**config.mk**
```make
export PLATFORM = sky130hd
export DESIGN_NAME = board_cursor_ctrl
export DESIGN_NICKNAME = d
export VERILOG_FILES = /design/src/rtl/checker_pkg.sv /design/src/rtl/btn_debounce.sv /design/src/rtl/board_cursor_ctrl.sv
export SDC_FILE = /design/constraint.sdc
export NUM_CORES = 1
export LEC_CHECK = 0
export CAP_MARGIN = 0
export CORE_ASPECT_RATIO = 0.6
export CORE_UTILIZATION = 63
export CTS_CLUSTER_SIZE = 40
export DETAILED_ROUTE_END_ITERATION = 16
export PLACE_DENSITY_LB_ADDON = 0.3
export SLEW_MARGIN = 20
export SYNTH_ARGS = -nofsm -noshare
export SYNTH_HDL_FRONTEND = slang
export SYNTH_SLANG_ARGS = --single-unit
```
**constraint.sdc**
```tcl
create_clock -name clk -period 5.9 [get_ports clk]
set_input_delay 0.59 -clock clk [delete_from_list [all_inputs] [get_ports clk]]
set_output_delay 0.59 -clock clk [all_outputs]
set_load 0.03 [all_outputs]
```
**src/rtl/checker_pkg.sv**
```systemverilog
// checker_pkg: shared widths, FSM state encoding and location helpers for the checkers input stage
// Location encoding is {x[2:0], y[2:0]}; loc_x()/loc_y() split a location into its coordinates.
package checker_pkg;
    localparam int LOC_W     = 6;
    localparam int COORD_W   = 3;
    localparam int NUM_SLOTS = 4;
    localparam int SLOT_W    = 7;
    typedef enum logic [1:0] {PICK, PLACE, COOLDOWN} state_t;
    function automatic logic [COORD_W-1:0] loc_x(input logic [LOC_W-1:0] loc);
        return loc[LOC_W-1:COORD_W];
    endfunction
    function automatic logic [COORD_W-1:0] loc_y(input logic [LOC_W-1:0] loc);
        return loc[COORD_W-1:0];
    endfunction
endpackage

```
**src/rtl/btn_debounce.sv**
```systemverilog
// btn_debounce: synchronizes and debounces one raw active-low pushbutton
// Ports:
//   clk, rst  clock and asynchronous active-low reset
//   btn_n     raw pushbutton, active-low, asynchronous
//   pressed   debounced level, 1 = held
//   press_evt 1-cycle pulse on the debounced released->pressed edge
module btn_debounce #(
    parameter int DEBOUNCE_CYCLES = 500000
) (
    input  logic clk,
    input  logic rst,
    input  logic btn_n,
    output logic pressed,
    output logic press_evt
);
    localparam int CW = $clog2(DEBOUNCE_CYCLES + 1);
    localparam logic [CW-1:0] LAST = CW'(DEBOUNCE_CYCLES - 1);
    logic s1, s2, differ;
    logic [CW-1:0] cnt;
    // the counter only runs while the synchronized level disagrees with the accepted level
    assign differ = (~s2) != pressed;
    always_ff @(posedge clk or negedge rst) begin
        if (!rst) begin
            s1        <= 1'b1;
            s2        <= 1'b1;
            cnt       <= '0;
            pressed   <= 1'b0;
            press_evt <= 1'b0;
        end else begin
            s1        <= btn_n;
            s2        <= s1;
            press_evt <= differ && cnt == LAST && !pressed;
            if (!differ)
                cnt <= '0;
            else if (cnt == LAST) begin
                cnt     <= '0;
                pressed <= ~pressed;
            end else
                cnt <= cnt + 1'b1;
        end
    end
endmodule

```
**src/rtl/board_cursor_ctrl.sv**
```systemverilog
// board_cursor_ctrl: debounced 8x8 board cursor and pick/place select front end for the checkers game logic
// Ports:
//   clk, rst                 clock and asynchronous active-low reset
//   btn_*_n                  raw active-low pushbuttons (up, down, left, right, sel)
//   legal_move               4 slots x {valid, loc[5:0]} from the game logic
//   cursor_loc               current cursor location
//   select_loc               location presented to the game logic, changes only on accepted selects
//   place_phase              1 while a piece is picked and awaiting its destination
//   sel_strobe/reject_strobe 1-cycle pulses for accepted/refused select presses
// Build option: LEGAL_FILTER_EN makes a place commit require a matching valid legal_move slot.
module board_cursor_ctrl
    import checker_pkg::*;
#(
    parameter int DEBOUNCE_CYCLES = 500000,
    parameter int COOLDOWN_CYCLES = 8
) (
    input  logic        clk,
    input  logic        rst,
    input  logic        btn_up_n,
    input  logic        btn_down_n,
    input  logic        btn_left_n,
    input  logic        btn_right_n,
    input  logic        btn_sel_n,
    input  logic [27:0] legal_move,
    output logic [5:0]  cursor_loc,
    output logic [5:0]  select_loc,
    output logic        place_phase,
    output logic        sel_strobe,
    output logic        reject_strobe
);
    localparam int CDW = $clog2(COOLDOWN_CYCLES + 1);
    localparam logic [CDW-1:0] CD_LOAD = CDW'(COOLDOWN_CYCLES);
    logic [4:0] btn_n, evt, level_unused;
    logic [COORD_W-1:0] dx, dy;
    logic [LOC_W-1:0] select_n;
    logic [CDW-1:0] cd, cd_n;
    logic sel_n, rej_n, legal;
    state_t state, state_n;
    assign btn_n = {btn_sel_n, btn_right_n, btn_left_n, btn_down_n, btn_up_n};
    for (genvar i = 0; i < 5; i++) begin : gen_db
        btn_debounce #(.DEBOUNCE_CYCLES(DEBOUNCE_CYCLES)) u_db (
            .clk(clk),
            .rst(rst),
            .btn_n(btn_n[i]),
            .pressed(level_unused[i]),
            .press_evt(evt[i])
        );
    end
    // opposite moves in the same cycle cancel; adding '1 is a wrapping decrement
    assign dy = evt[0] && !evt[1] ? COORD_W'(1) : evt[1] && !evt[0] ? '1 : '0;
    assign dx = evt[3] && !evt[2] ? COORD_W'(1) : evt[2] && !evt[3] ? '1 : '0;
`ifdef LEGAL_FILTER_EN
    always_comb begin
        legal = 1'b0;
        for (int k = 0; k < NUM_SLOTS; k++)
            legal |= legal_move[SLOT_W*k+LOC_W] && legal_move[SLOT_W*k +: LOC_W] == cursor_loc;
    end
`else
    logic legal_move_unused;
    assign legal_move_unused = ^legal_move;
    assign legal = 1'b1;
`endif
    // actions use the registered (pre-move) cursor_loc even when a move lands in the same cycle
    always_comb begin
        state_n  = state;
        select_n = select_loc;
        cd_n     = cd;
        sel_n    = 1'b0;
        rej_n    = 1'b0;
        case (state)
            PICK: if (evt[4]) begin
                select_n = cursor_loc;
                sel_n    = 1'b1;
                state_n  = PLACE;
            end
            PLACE: if (evt[4]) begin
                if (cursor_loc == select_loc || !legal)
                    rej_n = 1'b1;
                else begin
                    select_n = cursor_loc;
                    sel_n    = 1'b1;
                    cd_n     = CD_LOAD;
                    state_n  = COOLDOWN;
                end
            end
            default: begin
                rej_n = evt[4];
                cd_n  = cd <= CDW'(1) ? '0 : cd - 1'b1;
                state_n = cd <= CDW'(1) ? PICK : COOLDOWN;
            end
        endcase
    end
    always_ff @(posedge clk or negedge rst) begin
        if (!rst) begin
            state         <= PICK;
            cursor_loc    <= '0;
            select_loc    <= '0;
            cd            <= '0;
            sel_strobe    <= 1'b0;
            reject_strobe <= 1'b0;
        end else begin
            state         <= state_n;
            cursor_loc    <= {loc_x(cursor_loc) + dx, loc_y(cursor_loc) + dy};
            select_loc    <= select_n;
            cd            <= cd_n;
            sel_strobe    <= sel_n;
            reject_strobe <= rej_n;
        end
    end
    assign place_phase = state == PLACE;
endmodule

```
Word level (Yosys, flattened, before mapping)
Index checks and enable logic that the tools add are counted.

Register bits: 135.

$lt $le $gt $ge: 1. Add/sub/neg operators: 8. Equal/unequal tests: 15. Muxes and demuxes: 34. Reduce and logical (&&, ||, !) cells: 33. Bitwise operators: 11.

Operators by type and width (count): 19-bit two-way mux (10); 19-bit by 1-bit adder with 19-bit output (second input constant) (5); 19-bit == test (second input constant) (5); 6-bit two-way mux (3); 1-bit logical AND (14); 3-bit two-way mux (4); 4-bit two-way mux (3); 6-bit case mux with 2 select lines (1); 1-bit NOT (11); 2-bit AND reduction (5); 1-bit zero test (9); 2-bit two-way mux (4); 4-bit case mux with 2 select lines (1); 3-bit adder (2); 6-bit == test (1); 3-bit AND reduction (2); 1-bit two-way mux (5); 1-bit != test (5); 4-bit by 1-bit less-or-equal comparator with 1-bit output (second input constant) (1); 2-bit by 1-bit != test with 1-bit output (second input constant) (2); 1-bit case mux with 2 select lines (2); 2-bit case mux with 2 select lines (1); 4-bit AND reduction (1); 4-bit by 1-bit subtractor with 4-bit output (second input constant) (1); 4 further kinds (4).

Logic depth before layout (Yosys ltp)
Gate-level depths: netlist of run 1.

Word-level depth: 5. Mapped depth: 8. Mapped depth without buffers: 8.

Cells and area by module
A second synthesis of run 1 with hierarchy kept.

Cell total of the unflattened synthesis: 639. Area total of the unflattened synthesis: 6682.7 um^2.

Modules (own cells, without submodules): btn_debounce (gen_db[0].u_db ...) (cells an instance 111, times used 4, area an instance 1128.6 um^2, sequential area each 578.1 um^2); btn_debounce (gen_db[1].u_db) (cells an instance 107, times used 1, area an instance 1137.3 um^2, sequential area each 578.1 um^2); board_cursor_ctrl (cells an instance 88, times used 1, area an instance 1031.0 um^2, sequential area each 500.5 um^2).

Least setup slack after synthesis of run 1
Ideal clock, no wire load.

Path type: flip-flop to flip-flop. Start point: register gen_db[1].u_db.cnt[14]. End point: register gen_db[1].u_db.cnt[10]. Data arrival time: 1891 ps. Path slack: 3890 ps. Clock period less this slack: 2010 ps. Stages on the path, launching flop included: 6. Library setup time: 119 ps. Cells stage by stage: dfrtp_1 > or4_1 > or4_4 > o21ai_4 > buf_6 > nor2_1.

Word-level cells in the longest chain between the ends: 3.

Ends and longest elaborated chain: from (decl) (RTL line btn_debounce.sv:19) `logic [CW-1:0] cnt;`; from (signal assigned) (RTL line btn_debounce.sv:39) `cnt <= cnt + 1'b1;`; 19-bit == test (RTL line btn_debounce.sv:35) `else if (cnt == LAST) begin`; 19-bit two-way mux (RTL line btn_debounce.sv:35); 19-bit two-way mux (RTL line btn_debounce.sv:33) `if (!differ)`.

Every way passes these cells. A chain may end at the register's enable or synchronous reset.

Final worst setup path of run 1
Start point: register state[1]. End point: output place_phase.

Word-level cells in the longest chain between the ends: 1.

Ends and longest elaborated chain: from (decl) (RTL line board_cursor_ctrl.sv:38) `state_t state, state_n;`; from (signal assigned) (RTL line board_cursor_ctrl.sv:102) `state <= state_n;`; 2-bit by 1-bit == test with 1-bit output (RTL line board_cursor_ctrl.sv:110) `assign place_phase = state == PLACE;`; to (decl) (RTL line board_cursor_ctrl.sv:27) `output logic place_phase,`.

Every way passes these cells.

==> reports/qor.csv, run 1 <==
metric;value;unit
outcome;completed;
setup_viol;0;
syn-cell-area;6440;um2
core_area;9880;um2
postRouteAntennaNets;0;
ys_top_cells_by_area;dfrtp_1 49%, xnor2_1 8.0%, nor2_1 4.7%;
preCtsSetupSlack;3.41;ns
hold_buffers;0;
vias;4941;
antenna_cells;0;
grt_first_pass_wirelength;22.9;mm
rsz0062_at_grt;false;
drt_first_pass_iters;5;
die_h;80.3;um
worst_pin_slew;0.938;ns
routed_wl;13.6;mm
grt_pass1_vias;4701;
setup_ws;3.61;ns
powerDensity;286;nW/um2
hold_violations;0;
clock_sinks;135;
ir_worst_vdd;0.224;mV
grt_usage;0.279;
fill_cells;670;
io_buffers;21;
final_common_cell;dfrtp_1;
start_util;0.652;
ctsResizeCount;0;
synth_seq_cells;135;
top_layer_used;met4;
grt-ovfl-total;0;
syn2layout_area_growth;15.2;%
synth_top_area_frac;0.486;
required;5.31;ns
hpwlAfterDp;8.77;mm
hold_path.class;input pin to async pin;
io_pins;50;
post-cts-setup-buffer-count;0;
min_period_over_period;0.389;
fin_nets;701;
wl_met3;725;um
rows;28;
setup_tns;0;ns
viasPerCell;6.17;
clk_pin_slew_worst_paths;0.05;ns
place.gp.congestion;0.852;
wl_met1;6.12;mm
ys_seq_area_frac;0.526;
syn-instance-count;625;
power_leakage;2.95;nW
yosys_warnings;0;
postSynthAreaPerCell;10.3;um2
fin_skew;0.00927;ns
relSlewSlack;0.375;
synth_top_flop_cell;dfrtp_1;
fp.dieW;133;um
path_class;flop to output pin;
synth_edf_count;0;
fmax;436;MHz
drtIter0Drc;367;
max-cap-violations;0;
ctsRootBufferMaster;clkbuf_16;
grt_max_degree;78;
syn_nets;673;
synth-async-reset-ratio;1.00;
htreeDepth;4;
worst_skew_pair.late_latency;0.41;ns
yosysUniqueCellTypes;49;
hold_slack;0.136;ns
cp_max_fo;10;
start_kind;flop;
endpoint_kind;output pin;
die_area;10600;um2
wl_per_cell;16.9;um
final_util;0.751;
numCtsBuffers;17;
final_cell_mix;125 x dfrtp_1, 80 x nor2_1, 59 x xnor2_1, 34 x nand2_1, 31 x nand4_1;
clockBufferDepth;2;
crit_arrival;1.70;ns
power.total;0.00212;W
drc_errors;0;
maxSlewViolCount;0;
route.met2.wl;6.44;mm
antenna_found_initial;0;
min_period;2.29;ns
drive_above_1_share;0.0991;
cts_tree;yes;
synth_area_leader_cell;dfrtp_1;
## stage by stage
step,instances,area (um2)
floorplan,625,6440
global placement,769,6770
detailed placement,769,6770
CTS,801,7400
global route,801,7420
finish,801,7420
## registers in the layout, indices dropped and copies added, names as in the netlist
signal                 flops
gen_db.u_db.press_evt      5
cursor_loc                 6
gen_db.u_db.cnt           95
select_loc                 6
gen_db.u_db.s2             5
state                      2
gen_db.u_db.s1             5
gen_db.u_db.pressed        5
cd                         4
reject_strobe              1
sel_strobe                 1
## synth_stat cells (12+ instances only)
master and instances:
inv_1 30, o31ai_1 13, nand4_1 31, or3_1 20, nor3_1 17, nor2_1 80, nor4_1 20, dfrtp_1 125
nand2_1 34, or4_1 12, a21oi_1 22, o21ai_0 22, nand3_1 29, xnor2_1 59, xor2_1 18
## routing by layer
metal | up-vias | GRT usage
li1 | 2279 | -
met1 | 2446 | 0.373
met2 | 184 | 0.444
met3 | 32 | 0.0638
met4 | 0 | 0.120
met5 | - | 0
## where the power goes
| part | total [W] | switching, W | internal (W) |
|---|---|---|---|
| sequential | 0.000954 | 0.0000132 | 0.000941 |
| combinational | 0.0000524 | 0.0000371 | 0.0000153 |
| clock | 0.00112 | 0.000375 | 0.000740 |
## cells by family after synthesis
| logic type | share of synthesized area |
|---|---|
| AO/OA/AOI/OAI | 0.0730 |
| XOR/XNOR | 0.105 |
| adder cells (fa/ha/maj) | 0.0276 |
| buffers and inverters | 0.0268 |
| flip-flops | 0.526 |
| multiplexers | 0.0105 |
| AND/OR/NAND/NOR | 0.231 |
## critical path, cell delays in order (launching register included)
cell	delay, ns
dfrtp_1	0.47
nor2b_1	0.14
clkdlybuf4s50_1	0.68
## path summary, 6_finish.rpt
path                                       start                     end  slack, ns  depth (start not counted)
max                                     state[1]             place_phase       3.61                          2
min                                          rst  gen_db[4].u_db.cnt[13]       0.14                          1
max reg2reg                gen_db[2].u_db.cnt[0]  gen_db[2].u_db.cnt[18]       3.61                          5
min reg2reg                    gen_db[2].u_db.s1       gen_db[2].u_db.s2       0.35                          0
max in group asynchronous                    rst  gen_db[3].u_db.cnt[18]       4.43                          2
min in group clk               gen_db[2].u_db.s1       gen_db[2].u_db.s2       0.35                          0
## layout make-up
| class | instances | area, um2 | share of cell area |
|---|---|---|---|
| Timing Repair Buffer | 22 | 219 | 0.0295 |
| Clock buffer | 24 | 482 | 0.0649 |
| Multi-Input combinational cell | 447 | 2900 | 0.391 |
| Sequential cell | 135 | 3390 | 0.457 |
| Inverter | 30 | 113 | 0.0152 |
| Tap cell | 135 | 169 | 0.0228 |
| Clock inverter | 8 | 145 | 0.0196 |
No activity file was read; power rests on OpenSTA's default activity.
==> run 2: changes to the inputs <==
--- a/config.mk
+++ b/config.mk
@@ -7,7 +7,7 @@
 export LEC_CHECK = 0
 export CAP_MARGIN = 0
 export CORE_ASPECT_RATIO = 0.6
-export CORE_UTILIZATION = 63
+export CORE_UTILIZATION = 53
 export CTS_CLUSTER_SIZE = 40
 export DETAILED_ROUTE_END_ITERATION = 16
 export PLACE_DENSITY_LB_ADDON = 0.3
==> constraint.sdc (replaced) <==
create_clock -name clk -period 2.1 [get_ports clk]
set_input_delay 0.21 -clock clk [delete_from_list [all_inputs] [get_ports clk]]
set_output_delay 0.21 -clock clk [all_outputs]
set_load 0.03 [all_outputs]
==> run 2 against run 1 <==
  * Setup slack lost 3.5 ns
  * Via count shrank 2.6%
  * Global-route usage shrank 5.1 points
  * Clock skew shrank 0.0019 ns
  * Total power grew to 2.7 times the previous value
  * Worst hold slack gained 0.064 ns
  * Die area grew 18%
  * Sequential cell count is the same
  * Critical path depth grew 3
  * Cell count grew 6.0%
  * Sequential share of layout area shrank 1.1 points
  * Register-to-register slack lost 3.5 ns
  * Largest cell class unchanged
  * Highest routed layer unchanged
==> reports/qor.csv, run 2 (synthesis results as in run 1) <==
metric;value;unit
outcome;completed;
setup_tns;0;ns
place_area;6980;um2
fill_cells;909;
grt_max_degree;55;
worst_skew_pair.late_latency;0.41;ns
rows;30;
endpoint_kind;flop;
io_pins;50;
relSlewSlack;0.574;
ir_worst_vdd;0.495;mV
power_leakage;3.05;nW
fmax;490;MHz
min_period_over_period;0.971;
clk_pin_slew_worst_paths;0.06;ns
core_area;11600;um2
powerDensity;762;nW/um2
path_cells;or4_1 > or4_4 > o21ai_4 > buf_6 > nor2_1;
cts_tree;yes;
ctsRootBufferMaster;clkbuf_16;
required;2.40;ns
wl_per_cell;15.2;um
place.gp.congestion;0.892;
clock_sinks;135;
grt_first_pass_wirelength;22.1;mm
fp.dieW;144;um
fin_nets;724;
drt_first_pass_iters;4;
numCtsBuffers;17;
drc_errors;0;
setup_viol;0;
antenna_found_initial;0;
final_util;0.658;
maxSlewViolCount;0;
post-cts-setup-buffer-count;0;
cp_max_fo;10;
drtIter0Drc;304;
path_class;flop to flop;
hpwlAfterDp;8.94;mm
min_period;2.04;ns
io_buffers;21;
grt-ovfl-total;0;
final_cell_mix;125 x dfrtp_1, 80 x nor2_1, 59 x xnor2_1, 34 x nand2_1, 31 x nand4_1;
grt_pass1_vias;4718;
rrSetupSlack;0.06;ns
postRouteAntennaNets;0;
drive_above_1_share;0.135;
clockBufferDepth;2;
hold_path.class;input pin to async pin;
regMostFlops;gen_db.u_db.cnt;
r2r_cells;5;
antenna_cells;0;
worst_pin_slew;0.633;ns
start_kind;flop;
hold_violations;0;
crit_slowest_cell;or4_4;
vias;4813;
stdcell_area;7600;um2
max-cap-violations;0;
largest_reg_flops;95;
rsz0062_at_grt;false;
top_regs;gen_db.u_db.cnt x95, cursor_loc x6, select_loc x6;
start_util;0.557;
final_common_cell;dfrtp_1;
routed_wl;12.9;mm
hold_slack;0.199;ns
fin_skew;0.00742;ns
htreeDepth;4;
syn2layout_area_growth;18.0;%
crit_arrival;2.34;ns
die_area;12600;um2
die_h;87.4;um
cpPeakStageDelay;0.59;ns
grt_usage;0.229;
viasPerCell;5.67;
==> run 2: per-layer routing <==
layer	wire length, um	vias to the layer above	track usage
met5	0	-	0
met4	153	0	0.0756
met2	5990	122	0.353
li1	-	2326	-
met3	681	13	0.0583
met1	6110	2352	0.317
==> run 2: through the flow <==
| stage | total power (W) | std cells | worst slack, ns |
|---|---|---|---|
| CTS | 0.00584 | 849 | 0.0627 |
| global route | 0.00599 | 849 | 0.00760 |
| floorplan | 0.00279 | 625 | 0.0899 |
| detailed placement | 0.00289 | 816 | 0.0769 |
| global placement | 0.00288 | 816 | 0.0954 |
| finish | 0.00579 | 849 | 0.0606 |
==> run 2: what timing repair did <==
item | 4_1_cts | 5_1_grt
resized for setup | 0 | 5
hold endpoints to repair | 95 | 0
hold buffers | 1 | 0
setup endpoints to repair | 0 | 19
==> run 2: worst max-delay path, delay by kind of cell, from the launching register on <==
kind,cells,cell delay [ns]
flops,1,0.40
compound gates,1,0.17
buf+inv,1,0.16
simple gates,3,1.20
==> run 2: path summary, 6_finish.rpt <==
path                                        start                endpoint
max in group asynchronous                     rst       gen_db[1].u_db.s2
max reg2reg                gen_db[1].u_db.cnt[14]   gen_db[1].u_db.cnt[7]
max                        gen_db[1].u_db.cnt[14]   gen_db[1].u_db.cnt[7]
min                                           rst  gen_db[2].u_db.pressed
min in group clk                       btn_down_n       gen_db[1].u_db.s1
min reg2reg                     gen_db[3].u_db.s1       gen_db[3].u_db.s2
==> run 2: layout make-up <==
type,instances,area (um2),share of cell area
Clock inverter,14,151,0.0199
Inverter,30,113,0.0148
Multi-Input combinational cell,447,2890,0.381
Clock buffer,18,439,0.0578
Timing Repair Buffer,45,414,0.0545
Tap cell,160,200,0.0263
Sequential cell,135,3390,0.446
==> run 2: where the power goes <==
part           switching, W  total, W  internal [W]
clock               0.00116   0.00294       0.00179
sequential        0.0000363   0.00268       0.00264
combinational      0.000108  0.000168     0.0000596
total               0.00130   0.00579       0.00449
==> run 3: changes to the inputs <==
--- a/config.mk
+++ b/config.mk
@@ -7,6 +7,7 @@
 export LEC_CHECK = 0
 export CAP_MARGIN = 0
 export CORE_ASPECT_RATIO = 0.6
+export CORE_MARGIN = 2
 export CORE_UTILIZATION = 53
 export CTS_CLUSTER_SIZE = 40
 export DETAILED_ROUTE_END_ITERATION = 16
==> run 3 against run 2 <==
  * Design area up 1.5%
  * Critical endpoint is now gen_db[1].u_db.cnt[14]
  * Critical path type unchanged
  * Setup slack better by 0.010 ns
  * First-iteration DRC count up 16%
  * Largest power group unchanged
  * Cell count up 1.3%
  * Largest cell class unchanged
  * Total power up 3.6%
  * Highest routed layer unchanged
  * Clock power up 7.1%
==> reports/qor.csv, run 3 (synthesis results as in run 1) <==
metric;value;unit
outcome;completed;
dp_cells;824;
grtUsageMet2;0.349;
powerDensity;778;nW/um2
grt_first_pass_wirelength;22.7;mm
start_util;0.539;
hold_path.class;input pin to flop;
hold_violations;0;
postRouteAntennaNets;0;
worst_skew_pair.late_latency;0.41;ns
stdcell_area;7720;um2
timing.rr.end;gen_db[1].u_db.cnt[14];
viasPerCell;5.66;
numCtsBuffers;17;
fill_cells;941;
grt_pass1_vias;4900;
drt_first_pass_iters;5;
grt_usage;0.218;
clockBufferDepth;2;
core_area;11900;um2
relSlewSlack;0.532;
grt_max_degree;63;
max-cap-violations;0;
io_buffers;21;
regArea;3390;um2
drive_above_1_share;0.144;
crit_arrival;2.32;ns
busiest_layer;met2;
power_leakage;3.13;nW
fp.dieW;146;um
fmax;493;MHz
antenna_found_initial;0;
grt-ovfl-total;0;
vias;4868;
die_h;89.4;um
min_period_over_period;0.966;
preCtsSetupSlack;0.0726;ns
top_regs;gen_db.u_db.cnt x95, cursor_loc x6, select_loc x6;
cp_max_fo;18;
grtUsageMet1;0.295;
ir_worst_vdd;0.614;mV
place_area;7030;um2
place.gp.congestion;0.883;
worstSetupStartpoint;gen_db[1].u_db.cnt[12];
final_common_cell;dfrtp_1;
syn2layout_area_growth;19.8;%
io_pins;50;
regMostFlops;gen_db.u_db.cnt;
fin_skew;0.00753;ns
wl_per_cell;14.9;um
endpoint_kind;flop;
critPathCapture;gen_db[1].u_db.cnt[14];
drtIter0Drc;352;
die_area;13100;um2
final_cell_mix;125 x dfrtp_1, 80 x nor2_1, 59 x xnor2_1, 34 x nand2_1, 31 x nand4_1;
fin_nets;730;
r2r_start;gen_db[1].u_db.cnt[12];
r2r_cells;5;
clock_sinks;135;
worst_pin_slew;0.695;ns
gr-usage-met3;0.0429;
routed_wl;12.9;mm
rrSetupSlack;0.07;ns
required;2.40;ns
antenna_cells;0;
setup_ws;0.0707;ns
drc_errors;0;
start_kind;flop;
clk_pin_slew_worst_paths;0.06;ns
min_period;2.03;ns
hpwlAfterDp;8.88;mm
htreeDepth;4;
stdcell_count;860;
largest_reg_flops;95;
path_class;flop to flop;
cts_tree;yes;
maxSlewViolCount;0;
multi_input_area;2900;um2
ctsRootBufferMaster;clkbuf_16;
rows;31;
setup_viol;0;
[run 3: cell count changes in the layout (fill, tap and decap cells not counted), sizes merged, moves of 2 or more]
cell / before / now
inv: 32 / 30
clkbuf: 18 / 20
buf: 24 / 30
clkinv: 8 / 5
bufinv: 2 / 4
[run 3: what timing repair did]
item	in CTS	in global routing
hold buffers	1	0
gates resized for setup	0	5
setup endpoints to repair	0	24
hold endpoints to repair	55	0
setup buffers	0	3
[run 3: critical path: stages, from the launching register on]
cell and delay, ns:
dfrtp_1 0.43, or4b_1 0.52, or4_4 0.59, o21ai_4 0.16, buf_12 0.16, nor2_1 0.06
[run 3: routing by layer]
layer	part of all wire	vias up
met4	0.022	0
met2	0.45	130
met1	0.48	2375
met5	0	-
li1	-	2336
met3	0.044	27
[run 3: final cells by class]
type | instances | area share
Clock buffer | 20 | 0.0592
Clock inverter | 12 | 0.0227
Inverter | 30 | 0.0146
Multi-Input combinational cell | 447 | 0.375
Sequential cell | 135 | 0.439
Tap cell | 165 | 0.0268
Timing Repair Buffer | 51 | 0.0621
[run 3: worst min path at each step]
| stage | from | end | slack [ns] | cells after the start |
|---|---|---|---|---|
| 2_1_floorplan | rst | cd[0] | -0.09 | 0 |
| 3_3_place_gp | rst | gen_db[2].u_db.cnt[15] | 0.23 | 1 |
| 3_5_place_dp | rst | gen_db[2].u_db.cnt[11] | 0.23 | 1 |
| 4_1_cts | btn_down_n | gen_db[1].u_db.s1 | 0.19 | 1 |
| 5_1_grt | btn_down_n | gen_db[1].u_db.s1 | 0.19 | 1 |
| 6_report | btn_down_n | gen_db[1].u_db.s1 | 0.20 | 1 |
[run 3: per-stage QoR]
stage | setup TNS, ns | hold slack (ns) | util | power (W)
after floorplan | 0 | -0.0856 | - | 0.00279
after global placement | 0 | 0.227 | 0.589 | 0.00289
after detailed placement | 0 | 0.226 | 0.589 | 0.00290
after CTS | 0 | 0.186 | 0.642 | 0.00606
after global routing | -0.0198 | 0.193 | 0.646 | 0.00623
final | 0 | 0.199 | 0.646 | 0.00600
[run 3: power breakdown]
group | internal [W] | switching, W | total (W)
clock | 0.00205 | 0.00110 | 0.00315
combinational | 0.0000657 | 0.000109 | 0.000175
sequential | 0.00264 | 0.0000331 | 0.00268
total | 0.00476 | 0.00124 | 0.00600
